File: config.mk
export PLATFORM = sky130hd
export DESIGN_NAME = value_packer
export DESIGN_NICKNAME = d
export VERILOG_FILES = /design/src/rtl/value_packer.sv
export SDC_FILE = /design/constraint.sdc
export NUM_CORES = 1
export LEC_CHECK = 0
export CAP_MARGIN = 25
export CORE_MARGIN = 3
export CORE_UTILIZATION = 65
export DETAILED_ROUTE_END_ITERATION = 10
export DONT_BUFFER_PORTS = 1
export PLACE_DENSITY_LB_ADDON = 0.08
export SKIP_LAST_GASP = 1
export SYNTH_ARGS = -nofsm -noshare
export SYNTH_HDL_FRONTEND = slang
export SYNTH_SLANG_ARGS = --single-unit
File: constraint.sdc
create_clock -name clk -period 2.4 [get_ports clk]
set_input_delay 0.24 -clock clk [delete_from_list [all_inputs] [get_ports clk]]
set_output_delay 0.24 -clock clk [all_outputs]
set_load 0.005 [all_outputs]
File: src/rtl/value_packer.sv
// Stream-to-vector packer: collects up to VALUE_COUNT values per group into one
// zero-padded vector and hands it off with a count of real values.
module value_packer #(
  parameter int VALUE_WIDTH = 8,
  parameter int VALUE_COUNT = 2,
  localparam int CW = $clog2(VALUE_COUNT) + 1
) (
  input  logic                               clk,
  input  logic                               rst_n,
  input  logic                               in_valid,
  output logic                               in_ready,
  input  logic [VALUE_WIDTH-1:0]             in_value,
  input  logic                               in_last,
  output logic                               out_valid,
  input  logic                               out_ready,
  output logic [VALUE_WIDTH*VALUE_COUNT-1:0] out_values,
  output logic [CW-1:0]                      out_count
);

  // Handshake rule on both ports: a beat transfers on a rising edge where
  // valid && ready; valid never waits on ready, and in_ready depends on state only.

  localparam int IW = (VALUE_COUNT > 1) ? $clog2(VALUE_COUNT) : 1;
  localparam int VW = VALUE_WIDTH * VALUE_COUNT;
  localparam logic [IW-1:0] LAST_IDX = IW'(VALUE_COUNT - 1);

  logic [VW-1:0] buf_q;
  logic [VW-1:0] buf_next;
  logic [IW-1:0] idx_q;
  logic          pending_q;
  logic          out_free;
  logic          group_done;
  logic [CW-1:0] group_count;

  assign in_ready    = !pending_q;
  assign out_free    = !out_valid || out_ready;
  assign group_done  = (idx_q == LAST_IDX) || in_last;
  assign group_count = CW'(idx_q) + CW'(1);

  // A beat into slot 0 starts a fresh group, so stale slots are wiped there.
  always_comb begin
    buf_next = (idx_q == '0) ? '0 : buf_q;
    for (int k = 0; k < VALUE_COUNT; k++) begin
      if (idx_q == IW'(k)) begin
        buf_next[k*VALUE_WIDTH +: VALUE_WIDTH] = in_value;
      end
    end
  end

  always_ff @(posedge clk or negedge rst_n) begin
    if (!rst_n) begin
      buf_q      <= '0;
      idx_q      <= '0;
      pending_q  <= 1'b0;
      out_valid  <= 1'b0;
      out_values <= '0;
      out_count  <= '0;
    end else begin
      if (out_valid && out_ready) begin
        out_valid <= 1'b0;
      end
      if (pending_q) begin
        // idx_q is frozen while pending, so it still encodes the held group size.
        if (out_free) begin
          out_values <= buf_q;
          out_count  <= group_count;
          out_valid  <= 1'b1;
          pending_q  <= 1'b0;
          idx_q      <= '0;
        end
      end else if (in_valid) begin
        buf_q <= buf_next;
        if (group_done) begin
          if (out_free) begin
            out_values <= buf_next;
            out_count  <= group_count;
            out_valid  <= 1'b1;
            idx_q      <= '0;
          end else begin
            pending_q <= 1'b1;
          end
        end else begin
          idx_q <= idx_q + IW'(1);
        end
      end
    end
  end

endmodule

======== Word level (Yosys, flattened, before mapping) ========
Index checks and enable logic that the tools add are counted.
Widths: inputs -> output; s select.
cells by class
  add/subtract/negate cells ............... 2
  mux-type cells .......................... 25
  bitwise gates (word level) .............. 1
  reductions and logical operators ........ 10
operators with widths
  kind                 number
  $mux 16              6
  $mux 8               2
  $mux 1               13
  $mux 2               4
  $reduce_and 2->1     2
  $reduce_bool 2->1    2
  $reduce_and 3->1     1
  $add 1x1->2 const B  1
  $logic_not 1->1      2
  $logic_or 1x1->1     2
  $add 1x1->1 const B  1
  $logic_and 1x1->1    1
  $not 1->1            1
word-level totals
  flip-flop bits (word level) ............. 37
  output and inout bits ................... 20
  word-level logic and storage cells ...... 44

======== Longest topological paths before layout ========
Gate-level depths: netlist of run 1.
  depth after elaboration ................. 6
  gate-level depth with buffers ........... 5
  depth with buffers taken out ............ 3

======== Worst setup path after synthesis of run 1 ========
Ideal clock, no wire load.
  path type ............................... register to register
  start ................................... register pending_q
  end ..................................... register out_values[3]
  library setup time ...................... 0.127 ns
  arrival time ............................ 1.442 ns
  data required time ...................... 2.273 ns
  path slack .............................. 0.830 ns
  cell stages (with the launch flop) ...... 5
  clock period less this slack ............ 1.570 ns
  cells stage by stage .................... dfrtp_1 > buf_4 > nor2_2 > mux2_2 > mux2_1
on the way
  word-level cells in the longest chain between the ends .. 2
RTL lines
  element                      line  RTL
  from (decl)                  30    logic pending_q;
  from (signal assigned)       54    pending_q <= 1'b0;
  from (signal assigned)       68    pending_q <= 1'b0;
  from (signal assigned)       80    pending_q <= 1'b1;
  $reduce_bool 2->1 (no line)  n/a
  $reduce_and 3->1 (no line)   n/a
  to (signal assigned)         65    out_values <= buf_q;
  to (signal assigned)         75    out_values <= buf_next;
  to (decl)                    16    output logic [VALUE_WIDTH*VALUE_COUNT-1:0] out_values,
Several ways; a longest one is shown, not always the timed one.
A chain may end at the register's enable or synchronous reset.

======== Worst setup path after layout of run 1 ========
  start ................................... register idx_q
  end ..................................... register out_values[1]
on the way
  word-level cells in the longest chain between the ends .. 6
RTL lines
  element                 line  RTL
  from (decl)             29    logic [IW-1:0] idx_q;
  from (signal assigned)  83    idx_q <= idx_q + IW'(1);
  $mux 16                 42    buf_next = (idx_q == '0) ? '0 : buf_q;
  $mux 8                  44    if (idx_q == IW'(k)) begin
  $mux 16                 74    if (out_free) begin
  $mux 16                 73    if (group_done) begin
  $mux 16                 71    end else if (in_valid) begin
  $mux 16                 62    if (pending_q) begin
Several ways; a longest one is shown, not always the timed one. The select of a mux whose other input is x is not followed.

==> results.toml, run 1 <==
[worst_hold_path]
whs_path_depth = 1
min_from = "in_value[4]"
min_to = "buf_q[4]"
hold_path_class = "in -> reg"

[setup_path]
reg2reg_from = "idx_q"
worstPathRequired_ns = 2.63
cp-end-kind = "flip-flop"
crit_chain = "o21a_1 > o21ai_4 > mux2_2"
cp_slowest_cell = "dfrtp_1"
cp.arrival_ns = 2.10
cp_slowest_stage_delay_ns = 0.55
path_class = "reg -> reg"
path_max_fanout = 19
start_kind = "flip-flop"
worst_r2r_endpoint = "out_values[1]"
regToRegSetupSlack_ns = 0.53
ff2ff_path_depth = 3

[drt]
drt_iter0_drc = 16
vias = 936
firstDrtPassIters = 3
via_per_inst = 5.71
antenna_left = 0
finalWirelength_mm = 2.75
detail_route.wl_per_cell_um = 16.8
drc_errors = 0

[pwr]
p_seq_frac = 0.544
finalPower_mw = 1.79
power_frac_clock = 0.248
p_sw_frac = 0.280
p_int_mw = 1.29
p_sw_uw = 502
ir_worst_vdd_mv = 0.779
p_leak_nw = 0.766
combPwrFrac = 0.208
powerDensity_nw_per_um2 = 1040

[placement]
io_buffers = 0
gp_congestion = 0.760
dp_slack_ns = 0.525
dpl-instance-area_sq_um = 1610
placed_cells_incl_taps = 154
hpwl_mm = 1.95

[synthesis]
synth.top_cell.area_share = 0.582
ys_ff_latch = 37
avgSynthCellArea_sq_um = 12.2
synth_area_sq_um = 1590
syn_nets = 143
ys_types = 15
synth_area_leaders = "dfrtp_1, mux2_2, nand2_1"
yosys.area.top_type = "dfrtp_1"
synth_warnings = 0
yosysSeqAreaShare = 0.582
synthCells = 130

[global_routing]
grt_max_degree = 38
grt_pass1_wl_mm = 4.70
grt.overflow.total = 0
first_global_vias = 999
antenna_found_initial = 0
grt_usage = 0.204

[final_layout]
final_cell_mix = "dfrtp_1, mux2_2, nand2_1"
antenna_cells = 0
utilization = 0.756
final_area_sq_um = 1720
fin_nets = 148
fillerInstances = 152
synthToLayoutAreaGrowth_pct = 8.26
regArea_sq_um = 926
multi_input_area_sq_um = 623
final_common_cell = "dfrtp_1"
fin_cells = 164
drive_gt1_frac = 0.301

[timing]
setup_viol = 0
timing_hold_violations_final = 0
layout_setup_ws_ns = 0.530
max_slew_margin = 0.583
rsz0062_at_grt = "no"
slew_viol_final = 0
fin_skew_ns = 0.00453
tightest_slew_ns = 0.623
setup_tns_ns = 0
hold_ws_ns = 0.0448
clock.fmax_mhz = 535
finalCriticalPeriod_ns = 1.87
min_period_over_period = 0.779

[floorplan]
core_sq_um = 2280
ios = 33
die_w_um = 55.5
start_util = 0.699
die_h_um = 55.5
dieArea_sq_um = 3080
std_cell_rows = 17

[clock_network]
clockBufferDepth = 2
cts_tree = "done"
postCtsSetupRepairBufs = 0
clkTransAtPathRegs_ns = 0.11
clock_latency_ns = 0.33
cts_buffers = 5
clockRootBuffer = "clkbuf_4"
cts_sinks = 37
h-tree-depth = 2

[status]
status = "finished, final reports clean"

[run]
drv_cap = 0
==> power by group through the flow <==
stage	registers, mW	logic (mW)	clock network, mW
floorplan	0.941	0.324	0
global placement	0.982	0.343	0
detailed placement	0.995	0.361	0
CTS	0.982	0.379	0.457
global route	1.01	0.416	0.488
finish	0.976	0.372	0.445
==> what timing repair did <==
item                                   4_1_cts  5_1_grt
resized for setup                            0        0
endpoints found under the hold margin       37        0
hold buffers                                 2        0
==> worst max-delay path: cells and delay by family (launching register included) <==
family          cells  cell delay (ns)
compound gates      2             0.80
flops               1             0.55
mux                 1             0.41
==> routing by layer <==
layer	vias up	GRT usage	wire length (um)
li1	452	-	-
met1	452	0.244	1190
met2	24	0.316	1350
met3	8	0.0748	145
met4	0	0.115	67
met5	-	0	0
==> cell families (layout without fill, tap and decap cells) <==
family,Yosys count,after routing,share of synthesized area
buf+inv,8,14,0.0260
mux,34,34,0.240
flops,37,37,0.582
compound gates,19,19,0.0700
simple gates,32,32,0.0818
==> sequential cells by signal, summed over array words and instances (netlist names) <==
register,flops
buf_q,16
idx_q,1
pending_q,1
out_count,2
out_valid,1
out_values,16
==> cell type report <==
| cell class | count | share of cell area |
|---|---|---|
| Inverter | 2 | 0.00436 |
| Clock inverter | 1 | 0.0174 |
| Clock buffer | 7 | 0.0320 |
| Tap cell | 28 | 0.0203 |
| Timing Repair Buffer | 4 | 0.0262 |
| Sequential cell | 37 | 0.538 |
| Multi-Input combinational cell | 85 | 0.362 |
==> worst max-delay path by stage <==
stage / start / end / slack [ns] / cells past startpoint
3_3_place_gp: idx_q / out_values[2] / 0.56 / 3
4_1_cts: idx_q / out_values[0] / 0.51 / 3
5_1_grt: idx_q / out_values[12] / 0.42 / 3
2_1_floorplan: pending_q / out_values[3] / 0.83 / 4
3_5_place_dp: idx_q / out_values[1] / 0.52 / 3
6_report: idx_q / out_values[1] / 0.53 / 3
==> cells in the mapped netlist <==
master	n
o21ai_0	16
mux2_1	5
nand2b_1	2
buf_4	1
clkbuf_1	4
buf_6	1
nor2_1	3
mux2_2	28
o21a_1	2
nor2_2	2
dfrtp_1	37
o21ai_4	1
nand2_1	25
inv_1	2
mux2i_1	1
(Power assumes the default switching activity.)
==> inputs of run 2 (changes only) <==
--- a/config.mk
+++ b/config.mk
@@ -6,8 +6,9 @@
 export NUM_CORES = 1
 export LEC_CHECK = 0
 export CAP_MARGIN = 25
+export CORE_ASPECT_RATIO = 0.5
 export CORE_MARGIN = 3
-export CORE_UTILIZATION = 65
+export CORE_UTILIZATION = 61
 export DETAILED_ROUTE_END_ITERATION = 10
 export DONT_BUFFER_PORTS = 1
 export PLACE_DENSITY_LB_ADDON = 0.08
==> constraint.sdc (replaced) <==
create_clock -name clk -period 1.91 [get_ports clk]
set_input_delay 0.191 -clock clk [delete_from_list [all_inputs] [get_ports clk]]
set_output_delay 0.191 -clock clk [all_outputs]
set_load 0.005 [all_outputs]
==> run 2 against run 1 <==
Effect of this change:
- fmax grew 17%
- cell count increased by 5.5%
- clock-buffer cell count decreased by 2
- design area increased by 3.1%
- total power increased by 34%
- sequential share of layout area shrank 1.6 points
- die area is 7.1% higher
- combinational power grew 37%
- non-clock buffer count is 2 higher
- sequential power up 24%
- clock power increased by 55%
- flip-flop and latch count unchanged
- highest routed layer unchanged
==> results.toml, run 2 (synthesized netlist as in run 1, its figures left out) <==
[status]
status = "finished, final reports clean"

[clock_network]
clock_latency_ns = 0.30
clkTransAtPathRegs_ns = 0.08
postCtsSetupRepairBufs = 0
cts_sinks = 37
clockBufferDepth = 2
clockRootBuffer = "clkbuf_8"
cts_tree = "done"
ctsResizeCount = 0
h-tree-depth = 2
cts_buffers = 5

[timing]
min_period_over_period = 0.839
tightest_slew_ns = 0.470
slew_viol_final = 0
finalCriticalPeriod_ns = 1.60
clock.fmax_mhz = 624
fin_skew_ns = 0.00717
setup_tns_ns = 0
setup_viol = 0
layout_setup_ws_ns = 0.308
max_slew_margin = 0.686
timing_hold_violations_final = 0
rsz0062_at_grt = "no"

[drt]
via_per_inst = 5.47
firstDrtPassIters = 4
finalWirelength_mm = 2.96
vias = 947
drc_errors = 0
drt_iter0_drc = 24
antenna_left = 0
detail_route.wl_per_cell_um = 17.1

[final_layout]
top_regs = "buf_q (16), out_values (16), out_count (2)"
fin_nets = 150
fin_cells = 173
fillerInstances = 175
antenna_cells = 0
final_area_sq_um = 1780
final_cell_mix = "dfrtp_1, mux2_2, nand2_1"
drive_gt1_frac = 0.319
final_common_cell = "dfrtp_1"
synthToLayoutAreaGrowth_pct = 11.6

[setup_path]
worstPathRequired_ns = 2.09
path_class = "reg -> reg"
cp-end-kind = "flip-flop"
path_max_fanout = 8
cp_slowest_cell = "dfrtp_1"
cp_slowest_stage_delay_ns = 0.44
crit_chain = "nor2_2 > mux2_2 > mux2_2"
start_kind = "flip-flop"
cp_common_cell = "mux2_2"
cp.arrival_ns = 1.78

[floorplan]
start_util = 0.679
core_sq_um = 2340
std_cell_rows = 12
dieArea_sq_um = 3290
die_w_um = 78.2
ios = 33
die_h_um = 42.1

[global_routing]
grtUsageMet1 = 0.263
grt.overflow.total = 0
antenna_found_initial = 0
grt_pass1_wl_mm = 4.93
first_global_vias = 978
busiest_layer = "met2"
met3_usage = 0.0901
grt_usage = 0.207
grt_max_degree = 38
met2_usage = 0.310

[pwr]
powerDensity_nw_per_um2 = 1360
finalPower_mw = 2.41
p_leak_nw = 0.784
ir_worst_vdd_mv = 0.783

[placement]
placed_cells_incl_taps = 163
dp_slack_ns = 0.329
io_buffers = 0
gp_congestion = 0.695
dpl-instance-area_sq_um = 1630
hpwl_mm = 1.96

[worst_hold_path]
hold_path_class = "in -> reg"

[run]
drv_cap = 0
==> run 2: changes by cell type in the layout (fill, tap and decap cells not counted) <==
cell / before / now
buf_4: 2 / 4
clkbuf_1: 1 / 0
clkbuf_4: 5 / 0
clkbuf_8: 1 / 5
clkinv_4: 0 / 1
clkinvlp_4: 0 / 1
==> run 2: routing by layer <==
| metal | wire length [um] | vias to the layer above |
|---|---|---|
| met5 | 0 | - |
| met2 | 1270 | 26 |
| met4 | 51 | 0 |
| met3 | 203 | 8 |
| met1 | 1430 | 458 |
| li1 | - | 455 |
==> run 2: worst max-delay path, delay by kind of cell, from the launching register on <==
kind	cells	cell delay [ns]
and+or+nand+nor	1	0.37
muxes	2	0.67
DFF	1	0.44
==> run 2: repair_timing <==
item                                    in CTS  in global routing
hold buffers                                 2                  0
endpoints found under the hold margin       37                  0
endpoints found under the setup margin       0                  0
==> run 2: power breakdown <==
part | internal [mW] | switching [mW]
Clock | 0.391 | 0.298
Combinational | 0.283 | 0.228
Sequential | 1.04 | 0.171
==> run 2: worst paths after layout <==
check,slack (ns),endpoint,from,depth (start not counted)
worst max-delay path,0.31,out_values[5],pending_q,3
worst min-delay path,0.04,buf_q[3],in_value[3],1
worst max register to register,0.31,out_values[5],pending_q,3
worst min register to register,0.48,buf_q[12],buf_q[12],2
max in group asynchronous,1.39,buf_q[4],rst_n,2
min in group asynchronous,0.34,buf_q[10],rst_n,2
==> run 2: metrics by stage <==
stage | hold slack (ns) | util
2_1_floorplan | -0.105 | -
3_3_place_gp | -0.104 | 0.696
3_5_place_dp | -0.104 | 0.696
4_1_cts | 0.0319 | 0.758
5_1_grt | 0.0288 | 0.758
6_report | 0.0387 | 0.758
==> run 2: area by class of cell <==
class | count | area [sq um] | area share
Clock buffer | 5 | 68.8 | 0.0388
Clock inverter | 3 | 46.3 | 0.0261
Inverter | 2 | 7.51 | 0.00423
Multi-Input combinational cell | 85 | 623 | 0.351
Sequential cell | 37 | 926 | 0.521
Tap cell | 35 | 43.8 | 0.0247
Timing Repair Buffer | 6 | 60.1 | 0.0338
